**src/rtl/framebuffer_writer.sv**
```systemverilog
// framebuffer_writer: sink end of the raster pixel stream.
// Clips each incoming pixel to the screen, packs it to RGB565, computes its
// linear word address, buffers it in a small FIFO and drains the FIFO to
// framebuffer memory with a request/acknowledge master.
//
// Memory handshake: o_mem_req is the valid and i_mem_ack is the ready.
// A write transfers on a rising edge where both are high. While o_mem_req=1
// and i_mem_ack=0, o_mem_addr/o_mem_data are held stable. i_mem_ack is
// ignored whenever o_mem_req=0.
//
// The pixel input has no backpressure. When the FIFO is full, the stage
// register keeps its pixel, and a newly arriving visible pixel is dropped
// and raises o_overflow. This gives a capacity of FIFO_DEPTH+2 pixels
// (output register, FIFO, stage register) while memory is stalled.
module framebuffer_writer #(
  parameter int SCREEN_W   = 320,
  parameter int SCREEN_H   = 240,
  parameter int FB_BASE    = 0,
  parameter int ADDR_WIDTH = 17,
  parameter int FIFO_DEPTH = 8
) (
  input  logic                  i_clk,
  input  logic                  i_rst_n,
  input  logic                  i_write_pixel,
  input  logic signed [15:0]    i_x,
  input  logic signed [15:0]    i_y,
  input  logic [7:0]            i_r,
  input  logic [7:0]            i_g,
  input  logic [7:0]            i_b,
  output logic                  o_mem_req,
  output logic [ADDR_WIDTH-1:0] o_mem_addr,
  output logic [15:0]           o_mem_data,
  input  logic                  i_mem_ack,
  input  logic                  i_clear_stats,
  output logic                  o_overflow,
  output logic [15:0]           o_clipped_count,
  output logic                  o_busy,
  output logic                  o_fsm_state
);

  localparam int PTR_W   = (FIFO_DEPTH > 1) ? $clog2(FIFO_DEPTH) : 1;
  localparam int CNT_W   = PTR_W + 1;
  localparam int ENTRY_W = ADDR_WIDTH + 16;

  typedef enum logic {
    S_IDLE = 1'b0,
    S_REQ  = 1'b1
  } state_t;

  // ---------------------------------------------------------------------
  // Clip test and pixel packing (combinational, from the raw inputs)
  // ---------------------------------------------------------------------
  logic signed [31:0]    x_ext;
  logic signed [31:0]    y_ext;
  logic                  pix_clipped;
  logic                  pix_visible;
  logic                  pix_clip_event;
  logic [ADDR_WIDTH-1:0] pix_addr;
  logic [15:0]           pix_data;

  assign x_ext = {{16{i_x[15]}}, i_x};
  assign y_ext = {{16{i_y[15]}}, i_y};

  assign pix_clipped = (x_ext < 0) || (x_ext >= SCREEN_W) ||
                       (y_ext < 0) || (y_ext >= SCREEN_H);

  assign pix_visible    = i_write_pixel && !pix_clipped;
  assign pix_clip_event = i_write_pixel &&  pix_clipped;

  // Arithmetic modulo 2^ADDR_WIDTH gives the same low bits as computing in
  // 32 bits and truncating. Coordinates are non-negative whenever the
  // address is used, so zero extension is correct.
  assign pix_addr = ADDR_WIDTH'(FB_BASE)
                  + ADDR_WIDTH'($unsigned(i_y)) * ADDR_WIDTH'(SCREEN_W)
                  + ADDR_WIDTH'($unsigned(i_x));

  assign pix_data = {i_r[7:3], i_g[7:2], i_b[7:3]};

  // Low colour bits are intentionally discarded by the RGB565 packing.
  logic unused_colour_bits;
  assign unused_colour_bits = ^{i_r[2:0], i_g[1:0], i_b[2:0]};

  // ---------------------------------------------------------------------
  // Stage register and FIFO control
  // ---------------------------------------------------------------------
  logic                  stage_valid;
  logic [ADDR_WIDTH-1:0] stage_addr;
  logic [15:0]           stage_data;

  logic [ENTRY_W-1:0]    fifo_mem [FIFO_DEPTH];
  logic [PTR_W-1:0]      wr_ptr;
  logic [PTR_W-1:0]      rd_ptr;
  logic [CNT_W-1:0]      fifo_count;
  logic                  fifo_full;
  logic                  fifo_empty;
  logic [ENTRY_W-1:0]    fifo_head;

  logic                  stage_stall;
  logic                  push;
  logic                  pop;
  logic                  pixel_drop;

  state_t                state;

  // Full and empty are judged on occupancy before the edge.
  assign fifo_full  = (fifo_count == CNT_W'(FIFO_DEPTH));
  assign fifo_empty = (fifo_count == '0);
  assign fifo_head  = fifo_mem[rd_ptr];

  // The stage cannot hand off while the FIFO is full, so it holds its pixel;
  // a new visible pixel arriving then has nowhere to go and is dropped.
  assign stage_stall = stage_valid && fifo_full;
  assign push        = stage_valid && !fifo_full;
  assign pixel_drop  = pix_visible && stage_stall;

  // The FSM takes the head when idle, or when the current write is acked.
  assign pop = !fifo_empty &&
               ((state == S_IDLE) || ((state == S_REQ) && i_mem_ack));

  // Stage 1: latch visible pixels unless the stage is stalled on a full FIFO
  always_ff @(posedge i_clk or negedge i_rst_n) begin
    if (!i_rst_n) begin
      stage_valid <= 1'b0;
      stage_addr  <= '0;
      stage_data  <= '0;
    end else if (!stage_stall) begin
      stage_valid <= pix_visible;
      if (pix_visible) begin
        stage_addr <= pix_addr;
        stage_data <= pix_data;
      end
    end
  end

  // FIFO storage: written on push, contents are don't-care while empty
  always_ff @(posedge i_clk) begin
    if (push) begin
      fifo_mem[wr_ptr] <= {stage_addr, stage_data};
    end
  end

  // FIFO pointers and occupancy; pointers wrap naturally (power-of-two depth)
  always_ff @(posedge i_clk or negedge i_rst_n) begin
    if (!i_rst_n) begin
      wr_ptr     <= '0;
      rd_ptr     <= '0;
      fifo_count <= '0;
    end else begin
      if (push) begin
        wr_ptr <= wr_ptr + PTR_W'(1);
      end
      if (pop) begin
        rd_ptr <= rd_ptr + PTR_W'(1);
      end
      case ({push, pop})
        2'b10:   fifo_count <= fifo_count + CNT_W'(1);
        2'b01:   fifo_count <= fifo_count - CNT_W'(1);
        default: fifo_count <= fifo_count;
      endcase
    end
  end

  // ---------------------------------------------------------------------
  // Memory write master
  // ---------------------------------------------------------------------

  // Memory FSM: issue the FIFO head, hold it until acked, chain back-to-back
  always_ff @(posedge i_clk or negedge i_rst_n) begin
    if (!i_rst_n) begin
      state      <= S_IDLE;
      o_mem_req  <= 1'b0;
      o_mem_addr <= '0;
      o_mem_data <= '0;
    end else begin
      case (state)
        S_IDLE: begin
          if (!fifo_empty) begin
            {o_mem_addr, o_mem_data} <= fifo_head;
            o_mem_req                <= 1'b1;
            state                    <= S_REQ;
          end
        end
        S_REQ: begin
          if (i_mem_ack) begin
            if (!fifo_empty) begin
              {o_mem_addr, o_mem_data} <= fifo_head;
            end else begin
              o_mem_req <= 1'b0;
              state     <= S_IDLE;
            end
          end
        end
        default: begin
          o_mem_req <= 1'b0;
          state     <= S_IDLE;
        end
      endcase
    end
  end

  // ---------------------------------------------------------------------
  // Statistics
  // ---------------------------------------------------------------------

  // Sticky overflow flag; a drop on the same edge as a clear wins
  always_ff @(posedge i_clk or negedge i_rst_n) begin
    if (!i_rst_n) begin
      o_overflow <= 1'b0;
    end else if (pixel_drop) begin
      o_overflow <= 1'b1;
    end else if (i_clear_stats) begin
      o_overflow <= 1'b0;
    end
  end

  // Saturating clipped-pixel counter; a clip on the same edge as a clear counts as 1
  always_ff @(posedge i_clk or negedge i_rst_n) begin
    if (!i_rst_n) begin
      o_clipped_count <= '0;
    end else if (pix_clip_event) begin
      if (i_clear_stats) begin
        o_clipped_count <= 16'd1;
      end else if (o_clipped_count != 16'hFFFF) begin
        o_clipped_count <= o_clipped_count + 16'd1;
      end
    end else if (i_clear_stats) begin
      o_clipped_count <= '0;
    end
  end

  assign o_busy      = stage_valid || !fifo_empty || o_mem_req;
  assign o_fsm_state = (state == S_REQ);

endmodule

```
**config.mk**
```make
export PLATFORM = sky130hd
export DESIGN_NAME = framebuffer_writer
export DESIGN_NICKNAME = d
export VERILOG_FILES = /design/src/rtl/framebuffer_writer.sv
export SDC_FILE = /design/constraint.sdc
export NUM_CORES = 1
export LEC_CHECK = 0
export CAP_MARGIN = 20
export CORE_MARGIN = 4
export CORE_UTILIZATION = 40
export CTS_CLUSTER_SIZE = 40
export DETAILED_ROUTE_END_ITERATION = 8
export DONT_BUFFER_PORTS = 1
export HOLD_SLACK_MARGIN = 0.12
export PLACE_DENSITY = 0.56
export SYNTH_ARGS = -nofsm -noshare
export SYNTH_HDL_FRONTEND = slang
export SYNTH_SLANG_ARGS = --single-unit
```
**constraint.sdc**
```tcl
create_clock -name i_clk -period 10.29 [get_ports i_clk]
set_clock_uncertainty 0.15 [all_clocks]
set_input_delay 1.5435 -clock i_clk [delete_from_list [all_inputs] [get_ports i_clk]]
set_output_delay 1.5435 -clock i_clk [all_outputs]
set_load 0.005 [all_outputs]
```
==> results of run 1 <==
## synthesized netlist by cell type (12+ instances only)
| master | instances |
|---|---|
| xnor2_1 | 27 |
| mux4_2 | 66 |
| inv_1 | 15 |
| o21ai_0 | 19 |
| a21oi_1 | 44 |
| ha_1 | 32 |
| buf_2 | 12 |
| nand2_1 | 101 |
| clkbuf_1 | 17 |
| mux2i_1 | 36 |
| nor4_1 | 12 |
| edfxtp_1 | 264 |
| dfrtp_1 | 96 |
| nor3_1 | 13 |
| nor2_1 | 62 |
## worst max-delay path, cell delays in order
cell     delay (ns)
ha_1           0.27
ha_1           0.23
fa_1           0.41
nand2_1        0.08
nand2_1        0.05
a21oi_1        0.23
xnor2_1        0.18
ha_1           0.28
a21oi_1        0.16
nand2_1        0.07
o21ai_0        0.28
o21ai_0        0.17
xnor2_1        0.16
o21ai_0        0.09
## logic make-up after synthesis
| logic type | Yosys count | share of synthesized area (%) |
|---|---|---|
| xor+xnor | 37 | 2.21 |
| buf+inv | 55 | 1.69 |
| compound gates | 78 | 2.92 |
| fa+ha+maj | 35 | 3.14 |
| simple gates | 223 | 6.67 |
| flops | 360 | 70.5 |
| mux | 105 | 12.8 |
## state kept, by name (all words and copies together) (netlist names), 3 cells and up
register,flops
fifo_count,4
fifo_mem,264
o_clipped_count,16
o_mem_addr,17
o_mem_data,16
rd_ptr,3
stage_addr,17
stage_data,16
wr_ptr,3
## cell usage in the layout, fill, tap and decap left out, types with 3 or more instances in the layout
master | synthesis | routed
xor2_1 | 10 | 10
nor3_1 | 13 | 9
edfxtp_1 | 264 | 264
mux4_2 | 66 | 66
clkbuf_16 | 0 | 39
dfrtp_1 | 96 | 93
clkbuf_8 | 0 | 3
nor2_4 | 0 | 3
nand4_1 | 5 | 5
o21ai_0 | 19 | 19
mux2_2 | 3 | 3
a21oi_1 | 44 | 44
buf_4 | 1 | 15
clkinv_2 | 0 | 7
nand3_1 | 9 | 9
ha_1 | 32 | 32
nor2_1 | 62 | 59
inv_1 | 15 | 15
xnor2_1 | 27 | 27
and3_1 | 3 | 3
nor3_2 | 0 | 4
clkinv_1 | 1 | 6
mux2i_1 | 36 | 36
nor4_1 | 12 | 11
clkbuf_1 | 17 | 11
a21o_1 | 3 | 3
nand2_1 | 101 | 101
nand2b_1 | 7 | 7
fa_1 | 3 | 3
## stage by stage
step | cell area [um2] | instances | hold slack, ns | power (mW)
2_1_floorplan | 14600 | 893 | 0.324 | 2.27
3_3_place_gp | 15200 | 1329 | 0.355 | 2.43
3_5_place_dp | 15200 | 1329 | 0.352 | 2.43
4_1_cts | 16400 | 1398 | 0.367 | 3.73
5_1_grt | 16400 | 1399 | 0.401 | 3.86
6_report | 16400 | 1399 | 0.364 | 3.66
## layer usage
metal  vias up  part of all wire, %  global-route usage (%)
li1       3417                    -                       -
met1      3762                   45                    20.4
met2       164                   47                    24.1
met3        35                  5.9                    3.64
met4         0                  1.4                    3.52
met5         -                    0                       0
## report_power, final
part	switching [mW]	leakage [nW]	internal (mW)
combinational	0.287	1.63	0.316
sequential	0.146	3.21	1.63
clock	0.538	0.583	0.748
## final cells by class
| cell class | instances | area, um2 | share of cell area, % |
|---|---|---|---|
| Sequential cell | 360 | 10300 | 63.0 |
| Clock inverter | 16 | 125 | 0.763 |
| Inverter | 16 | 60.1 | 0.366 |
| Timing Repair Buffer | 15 | 113 | 0.687 |
| Tap cell | 461 | 577 | 3.52 |
| Clock buffer | 53 | 1060 | 6.45 |
| Multi-Input combinational cell | 478 | 4130 | 25.2 |
## how the worst max path moves through the flow
stage | slack (ns) | depth (start not counted) | endpoint | startpoint
floorplan | 5.58 | 5 | fifo_mem[0][0]$_DFFE_PP_ | fifo_count[0]$_DFFE_PN0P_
global placement | 5.78 | 14 | stage_addr[16]$_DFFE_PN0P_ | i_y[1]
detailed placement | 5.75 | 14 | stage_addr[16]$_DFFE_PN0P_ | i_y[1]
CTS | 6.29 | 14 | stage_addr[16]$_DFFE_PN0P_ | i_y[1]
global route | 6.09 | 14 | stage_addr[16]$_DFFE_PN0P_ | i_y[1]
finish | 6.31 | 14 | stage_addr[16]$_DFFE_PN0P_ | i_y[1]
==> impl_metrics.env, run 1 <==
export IMPL_status="finished, final reports clean"
export IMPL_fillers=3115
export IMPL_grt_pass1_wl_um=45300
export IMPL_die_width_um=199
export IMPL_clock_sinks=360
export IMPL_start_util_pct=40.9
export IMPL_worstHoldPathType="register to register"
export IMPL_r2r_end="fifo_count[3]$_DFFE_PN0P_"
export IMPL_ys_seq_area_share_pct=70.5
export IMPL_ir_drop_v=0.000132
export IMPL_ys_async_sr_fraction_pct=26.7
export IMPL_ff2ff_path_depth=11
export IMPL_netlist_instances=893
export IMPL_overflow=0
export IMPL_place_hpwl_um=16200
export IMPL_htreeDepth=2
export IMPL_routed_wl_um=28900
export IMPL_reg2reg_slack_ns=7.30
export IMPL_io_pin_count=114
export IMPL_num_vias=7378
export IMPL_post_cts_buffers=0
export IMPL_core_mm2=0.0358
export IMPL_drt_initial_drc_count=498
export IMPL_critPathLaunchType="primary input"
export IMPL_holdPathEnd="fifo_count[3]$_DFFE_PN0P_"
export IMPL_wl_per_cell_um=20.7
export IMPL_cts_resized_gates=0
export IMPL_path_clk_slew_ns=0.06
export IMPL_ys_types=45
export IMPL_fmax_ghz=0.251
export IMPL_antenna_found_initial=0
export IMPL_track_usage_pct=14.8
export IMPL_viasPerCell=5.27
export IMPL_path_max_fanout=3
export IMPL_synth_top_area_cell="edfxtp_1"
export IMPL_power_per_cell_area_mw_per_mm2=223
export IMPL_cts_buffer_depth=3
export IMPL_finalSetupTns_ns=0
export IMPL_cts_hold_buf=0
export IMPL_required_ns=10.51
export IMPL_post_place_ws_ns=5.75
export IMPL_row_count=69
export IMPL_drt_first_pass_iters=4
export IMPL_synthTopCellsByArea="edfxtp_1, dfrtp_1, mux4_2"
export IMPL_cp_arrival_ns=4.20
export IMPL_worst_slew_margin_rel_pct=39.7
export IMPL_grt_max_degree=97
export IMPL_syn_to_final_growth_pct=12.0
export IMPL_cts_inserted_buffers=38
export IMPL_cts_tree="yes"
export IMPL_worst_skew_pair_late_latency_ns=0.52
export IMPL_fin_crit_ns=3.98
export IMPL_hold_depth=1
export IMPL_fin_crit_sh_pct=38.7
export IMPL_slew_viol_final=0
export IMPL_ys_warn_count=0
export IMPL_synthesis_nets=989
export IMPL_hold_path_startpoint="fifo_count[3]$_DFFE_PN0P_"
export IMPL_reg2reg_from="fifo_count[0]$_DFFE_PN0P_"
export IMPL_grt_pass1_vias=7738
export IMPL_diodes=0
export IMPL_finalWorstSetupSlack_ns=6.31
export IMPL_fin_nets=1005
export IMPL_synth_seq_cells=360
export IMPL_io_buffers=0
export IMPL_rsz0062_at_grt="false"
export IMPL_synth_top_area_share_pct=54.1
export IMPL_synth_ff_type="edfxtp_1"
export IMPL_die_y_um=199
export IMPL_syn_avg_cell_area_um2=16.4
export IMPL_ant_nets=0
export IMPL_drive_above_1_share_pct=16.0
export IMPL_path_class="primary input to register"
export IMPL_cellLeakagePower_nw=5.42
export IMPL_post_route_util_pct=45.8
export IMPL_syn_area_mm2=0.0146
export IMPL_drcViolationCount=0
export IMPL_cp_end_kind="register"
export IMPL_gp_congestion=0.772
export IMPL_cts_root_buffer="clkbuf_16"
export IMPL_hold_viol=0
export IMPL_synth_edf_count=264
export IMPL_maxCapViolCount=0
export IMPL_setup_viol=0
export IMPL_dieArea_mm2=0.0397
export IMPL_worst_slew_pin_slew_ns=0.905
Note: power is estimated with default switching activity, not from simulation.
==> run 2, diff against run 1 <==
- clock period: 10.29 -> 3.8 ns (I/O delays scaled with it)
==> run 2 against run 1 <==
  * First-iteration DRC count shrank 24%
  * Combinational power increased to 2.9 times the previous value
  * Via count up 0.96%
  * Worst hold slack worse by 0.20 ns
  * Clock power grew to 3.1 times the previous value
  * Sequential cell count unchanged
  * Register-to-register slack got worse by 6.2 ns
  * Worst setup slack worse by 5.5 ns
  * Critical path depth unchanged
  * Total power grew to 2.9 times the previous value
  * Die area stayed put
  * Cell area grew 3.5%
==> impl_metrics.env, run 2 (synthesized netlist as in run 1, its figures left out) <==
export IMPL_status="finished, final reports clean"
export IMPL_worst_slew_pin_slew_ns=0.784
export IMPL_drcViolationCount=0
export IMPL_diodes=0
export IMPL_slowest_stage="fa_1"
export IMPL_required_ns=4.03
export IMPL_path_clk_slew_ns=0.06
export IMPL_overflow=0
export IMPL_slew_viol_final=0
export IMPL_worst_slew_margin_rel_pct=47.8
export IMPL_fin_crit_sh_pct=78.2
export IMPL_cp_end_kind="register"
export IMPL_syn_to_final_growth_pct=15.8
export IMPL_met3_usage_pct=3.32
export IMPL_ant_nets=0
export IMPL_worstHoldPathType="primary input to register"
export IMPL_maxCapViolCount=0
export IMPL_grt_pass1_wl_um=46600
export IMPL_antenna_found_initial=0
export IMPL_rsz0062_at_grt="false"
export IMPL_io_pin_count=114
export IMPL_cellLeakagePower_nw=5.69
export IMPL_num_vias=7449
export IMPL_routed_wl_um=29700
export IMPL_totalPowerFinal_mw=10.5
export IMPL_cts_tree="yes"
export IMPL_drive_above_1_share_pct=17.3
export IMPL_start_util_pct=40.9
export IMPL_clock_sinks=360
export IMPL_finalSetupTns_ns=0
export IMPL_path_max_fanout=3
export IMPL_cp_arrival_ns=3.20
export IMPL_path_class="primary input to register"
export IMPL_hold_ws_ns=0.164
export IMPL_ir_drop_v=0.000343
export IMPL_grt_busiest_layer="met2"
export IMPL_drt_first_pass_iters=4
export IMPL_wl_per_cell_um=20.7
export IMPL_critPathLaunchType="primary input"
export IMPL_fin_crit_ns=2.97
export IMPL_largestRegisters="fifo_mem x264, o_mem_addr x17, stage_addr x17"
export IMPL_hold_viol=0
export IMPL_layout_commonest_cell="edfxtp_1"
export IMPL_dieArea_mm2=0.0397
export IMPL_grtUsageMet2_pct=25.5
export IMPL_reg2reg_from="fifo_count[0]$_DFFE_PN0P_"
export IMPL_reg2reg_slack_ns=1.11
export IMPL_cts_buffer_depth=3
export IMPL_cts_resized_gates=0
export IMPL_viasPerCell=5.19
export IMPL_fmax_ghz=0.337
export IMPL_power_per_cell_area_mw_per_mm2=618
export IMPL_worstPathCellList="ha_1, ha_1, fa_1, nand2_1, nand2_1, a21oi_1, xnor2_1, ha_1, a21oi_1, nand2_1, o21ai_0, o21ai_0, xnor2_1, o21ai_0"
export IMPL_largest_register="fifo_mem"
export IMPL_die_width_um=199
export IMPL_drt_initial_drc_count=377
export IMPL_crit_path_max_incr_delay_ns=0.42
export IMPL_cts_root_buffer="clkbuf_16"
export IMPL_fin_nets=1039
export IMPL_crit_start="i_y[1]"
export IMPL_die_y_um=199
export IMPL_grt_pass1_vias=7916
export IMPL_largest_register_ffs=264
export IMPL_grt_max_degree=97
export IMPL_track_usage_pct=15.2
export IMPL_grtUsageMet1_pct=20.7
export IMPL_gp_congestion=0.757
export IMPL_setup_viol=0
export IMPL_row_count=69
export IMPL_htreeDepth=2
export IMPL_hold_path_startpoint="i_mem_ack"
export IMPL_cts_inserted_buffers=40
export IMPL_place_hpwl_um=16900
export IMPL_worst_skew_pair_late_latency_ns=0.54
export IMPL_core_mm2=0.0358
export IMPL_layout_common_cells="edfxtp_1, nand2_1, dfrtp_1"
export IMPL_io_buffers=0
==> run 2: timing repair <==
| action | CTS | global route |
|---|---|---|
| hold endpoints to repair | 136 | 0 |
| endpoints found under the setup margin | 0 | 0 |
| hold buffers | 26 | 0 |
| buffers inserted | 0 | 0 |
==> run 2: critical path, delay by kind of cell <==
kind	cells	cell delay [ns]
AOI/OAI and AO/OA	5	0.90
xor gates and xnor gates	2	0.36
adders and majority gates	4	1.20
and+or+nand+nor	3	0.19
==> run 2: path summary, 6_finish.rpt <==
kind / end / cells after the start
max reg2reg: fifo_count[3]$_DFFE_PN0P_ / 11
min: o_fsm_state$_DFF_PN0_ / 2
max: stage_addr[16]$_DFFE_PN0P_ / 14
min reg2reg: fifo_count[0]$_DFFE_PN0P_ / 1
max in group asynchronous: stage_addr[11]$_DFFE_PN0P_ / 2
min in group asynchronous: o_mem_data[6]$_DFFE_PN0P_ / 2
==> run 2: final cells by class <==
type	count	area, um2
inverters	16	60.1
multi-input cells	478	4140
well taps	461	577
clock buffers	63	1280
repair buffers	47	460
fillers	3069	18900
clock inverters	11	115
flip-flops and latches	360	10300
==> run 2: metrics by stage <==
stage,cells,area (um2),setup WS [ns],util [%]
floorplan,893,14700,-0.0440,-
global placement,1336,15300,0.318,42.7
detailed placement,1336,15300,0.261,42.7
CTS,1436,17000,0.819,47.4
global route,1436,17000,0.444,47.4
finish,1436,17000,0.828,47.4
==> run 2: layer usage <==
metal	vias to the layer above	wire [um]
met2	165	14300
met5	-	0
li1	3480	-
met4	0	478
met3	41	1530
met1	3763	13400
==> run 2: where the power goes <==
group          switching [mW]  total, mW  leakage [nW]  internal (mW)
combinational           0.838       1.75          1.78          0.911
clock                    1.53       3.94         0.691           2.41
sequential              0.379       4.79          3.21           4.41
==> run 3, diff against run 2 <==
- clock period: 3.8 -> 2.95 ns (I/O delays scaled with it)
==> run 3 against run 2 <==
  * Die area stayed put
  * Critical path type unchanged
  * Sequential cell count stayed put
  * Cell count is 1.9% higher
  * Critical endpoint is now stage_addr[15]$_DFFE_PN0P_
  * Clock-buffer cell count is 8 lower
==> impl_metrics.env, run 3 (synthesized netlist as in run 1, its figures left out) <==
export IMPL_wl_met1_um=13400
export IMPL_slew_viol_final=0
export IMPL_drt_initial_drc_count=368
export IMPL_path_max_fanout=3
export IMPL_cts_inserted_buffers=40
export IMPL_grt_pass1_wl_um=47400
export IMPL_crit_top_cell="ha_1"
export IMPL_path_clk_slew_ns=0.06
export IMPL_overflow=0
export IMPL_crit_path_max_incr_delay_ns=0.44
export IMPL_num_vias=7568
export IMPL_post_cts_buffers=0
export IMPL_reg2reg_slack_ns=0.40
export IMPL_drcViolationCount=0
export IMPL_required_ns=3.20
export IMPL_cp_end_kind="register"
export IMPL_final_cells=1464
export IMPL_dieArea_mm2=0.0397
export IMPL_critPathLaunchType="primary input"
export IMPL_multi_input_area_mm2=0.00416
export IMPL_critPathCapture="stage_addr[15]$_DFFE_PN0P_"
export IMPL_row_count=69
export IMPL_worst_slew_margin_rel_pct=46.6
export IMPL_viasPerCell=5.17
export IMPL_grt_pass1_vias=8106
export IMPL_diodes=0
export IMPL_finalWorstSetupSlack_ns=0.345
export IMPL_fin_nets=1067
export IMPL_ff2ff_path_depth=10
export IMPL_r2r_end="fifo_count[3]$_DFFE_PN0P_"
export IMPL_hold_viol=0
export IMPL_cts_buffer_depth=3
export IMPL_worst_skew_pair_late_latency_ns=0.54
export IMPL_antenna_found_initial=1
export IMPL_internal_power_mw=9.68
export IMPL_layout_common_cells="edfxtp_1, nand2_1, dfrtp_1"
export IMPL_fin_crit_sh_pct=88.3
export IMPL_power_per_cell_area_mw_per_mm2=774
export IMPL_path_depth=10
export IMPL_path_class="primary input to register"
export IMPL_wl_per_cell_um=20.5
export IMPL_cts_tree="yes"
export IMPL_met2_length_um=14300
export IMPL_die_width_um=199
export IMPL_p_sw_share_pct=27.0
export IMPL_cts_root_buffer="clkbuf_16"
export IMPL_cp_arrival_ns=2.86
export IMPL_ant_nets=0
export IMPL_cts_hold_buf=30
export IMPL_layout_commonest_cell="edfxtp_1"
export IMPL_fillers=3059
export IMPL_routed_wl_met3_um=1790
export IMPL_gp_congestion=0.750
export IMPL_switchingPower_mw=3.57
export IMPL_grt_max_degree=97
export IMPL_p_comb_share_pct=18.0
export IMPL_fmax_ghz=0.384
export IMPL_cts_resized_gates=0
export IMPL_core_mm2=0.0358
export IMPL_largest_register="fifo_mem"
export IMPL_largestRegisters="fifo_mem x264, o_mem_addr x17, stage_addr x17"
export IMPL_worst_slew_pin_slew_ns=0.801
export IMPL_status="finished, final reports clean"
export IMPL_top_layer="met5"
export IMPL_clock_sinks=360
export IMPL_die_y_um=199
export IMPL_io_buffers=0
export IMPL_clkPwrFrac_pct=35.5
export IMPL_post_route_util_pct=47.8
export IMPL_track_usage_pct=15.6
export IMPL_crit_start="i_y[1]"
export IMPL_post_place_ws_ns=-0.204
export IMPL_start_util_pct=40.9
export IMPL_path_delay_family="adder cells"
export IMPL_rsz0062_at_grt="false"
export IMPL_drive_above_1_share_pct=18.6
export IMPL_largest_register_ffs=264
export IMPL_cellLeakagePower_nw=5.77
export IMPL_routed_wl_um=30100
export IMPL_drt_first_pass_iters=4
export IMPL_syn_to_final_growth_pct=16.9
export IMPL_htreeDepth=2
export IMPL_worstPathCellList="ha_1, ha_1, fa_1, ha_1, o21ai_0, o21bai_1, a2111oi_1, buf_4, mux2i_1, nand4_1"
export IMPL_place_area_mm2=0.0156
export IMPL_reg2reg_from="fifo_count[0]$_DFFE_PN0P_"
export IMPL_maxCapViolCount=0
export IMPL_power_frac_seq_pct=46.5
export IMPL_cp_buffers_inverters=1
export IMPL_final_cell_area_mm2=0.0171
export IMPL_place_hpwl_um=18000
export IMPL_fin_crit_ns=2.60
export IMPL_worstHoldPathType="primary input to register"
export IMPL_ir_drop_v=0.000454
export IMPL_io_pin_count=114
export IMPL_setup_viol=0
export IMPL_slowest_stage="fa_1"
export IMPL_post_place_cells=1360
export IMPL_regArea_mm2=0.0103
export IMPL_hold_ws_ns=0.156
[run 3: changes by cell type in the layout (fill, tap and decap cells not counted), sizes merged]
cell,previous run,this run
buf,22,46
clkbuf,63,55
clkinv,8,16
clkinvlp,1,0
dlygate4sd3,25,29
inv,17,18
[run 3: worst min path at each step]
stage                        from                              to  cells past startpoint  slack [ns]
floorplan                 i_rst_n       fifo_count[0]$_DFFE_PN0P_                      0      -0.003
global placement          i_rst_n      o_mem_data[14]$_DFFE_PN0P_                      0     -0.0003
detailed placement        i_rst_n      o_mem_data[14]$_DFFE_PN0P_                      0     -0.0001
CTS                 i_write_pixel  o_clipped_count[0]$_DFFE_PN0P_                      3        0.13
global route        i_write_pixel  o_clipped_count[0]$_DFFE_PN0P_                      3        0.17
finish              i_write_pixel  o_clipped_count[0]$_DFFE_PN0P_                      3        0.16
[run 3: area by class of cell]
type                            count  area share (%)
Clock inverter                     19           0.884
Sequential cell                   360            60.4
Clock buffer                       55            6.41
Inverter                           16           0.351
Multi-Input combinational cell    478            24.3
Timing Repair Buffer               75            4.34
Tap cell                          461            3.37
[run 3: layer usage]
| metal | track usage, % | vias to the layer above |
|---|---|---|
| li1 | - | 3554 |
| met1 | 21.7 | 3802 |
| met2 | 25.2 | 169 |
| met3 | 3.76 | 41 |
| met4 | 3.72 | 2 |
| met5 | 0 | - |
[run 3: worst register-to-register path, delay by kind of cell (launching register included)]
kind	cells	cell delay [ns]
compound gates	3	0.52
xor+xnor	2	0.27
fa+ha+maj	2	0.49
flops	1	0.42
simple gates	3	0.58
[run 3: metrics by stage]
step | power [mW] | TNS, ns
floorplan | 7.94 | -100.77
global placement | 8.64 | -0.482
detailed placement | 8.65 | -0.493
global route | 13.9 | 0
finish | 13.2 | 0
CTS | 13.5 | 0
[run 3: power by group through the flow]
stage	clock (mW)	sequential [mW]	combinational [mW]
finish	4.70	6.16	2.39
global route	5.06	6.22	2.67
CTS	4.85	6.18	2.45
detailed placement	0	6.28	2.37
global placement	0	6.28	2.36
floorplan	0	5.96	1.98
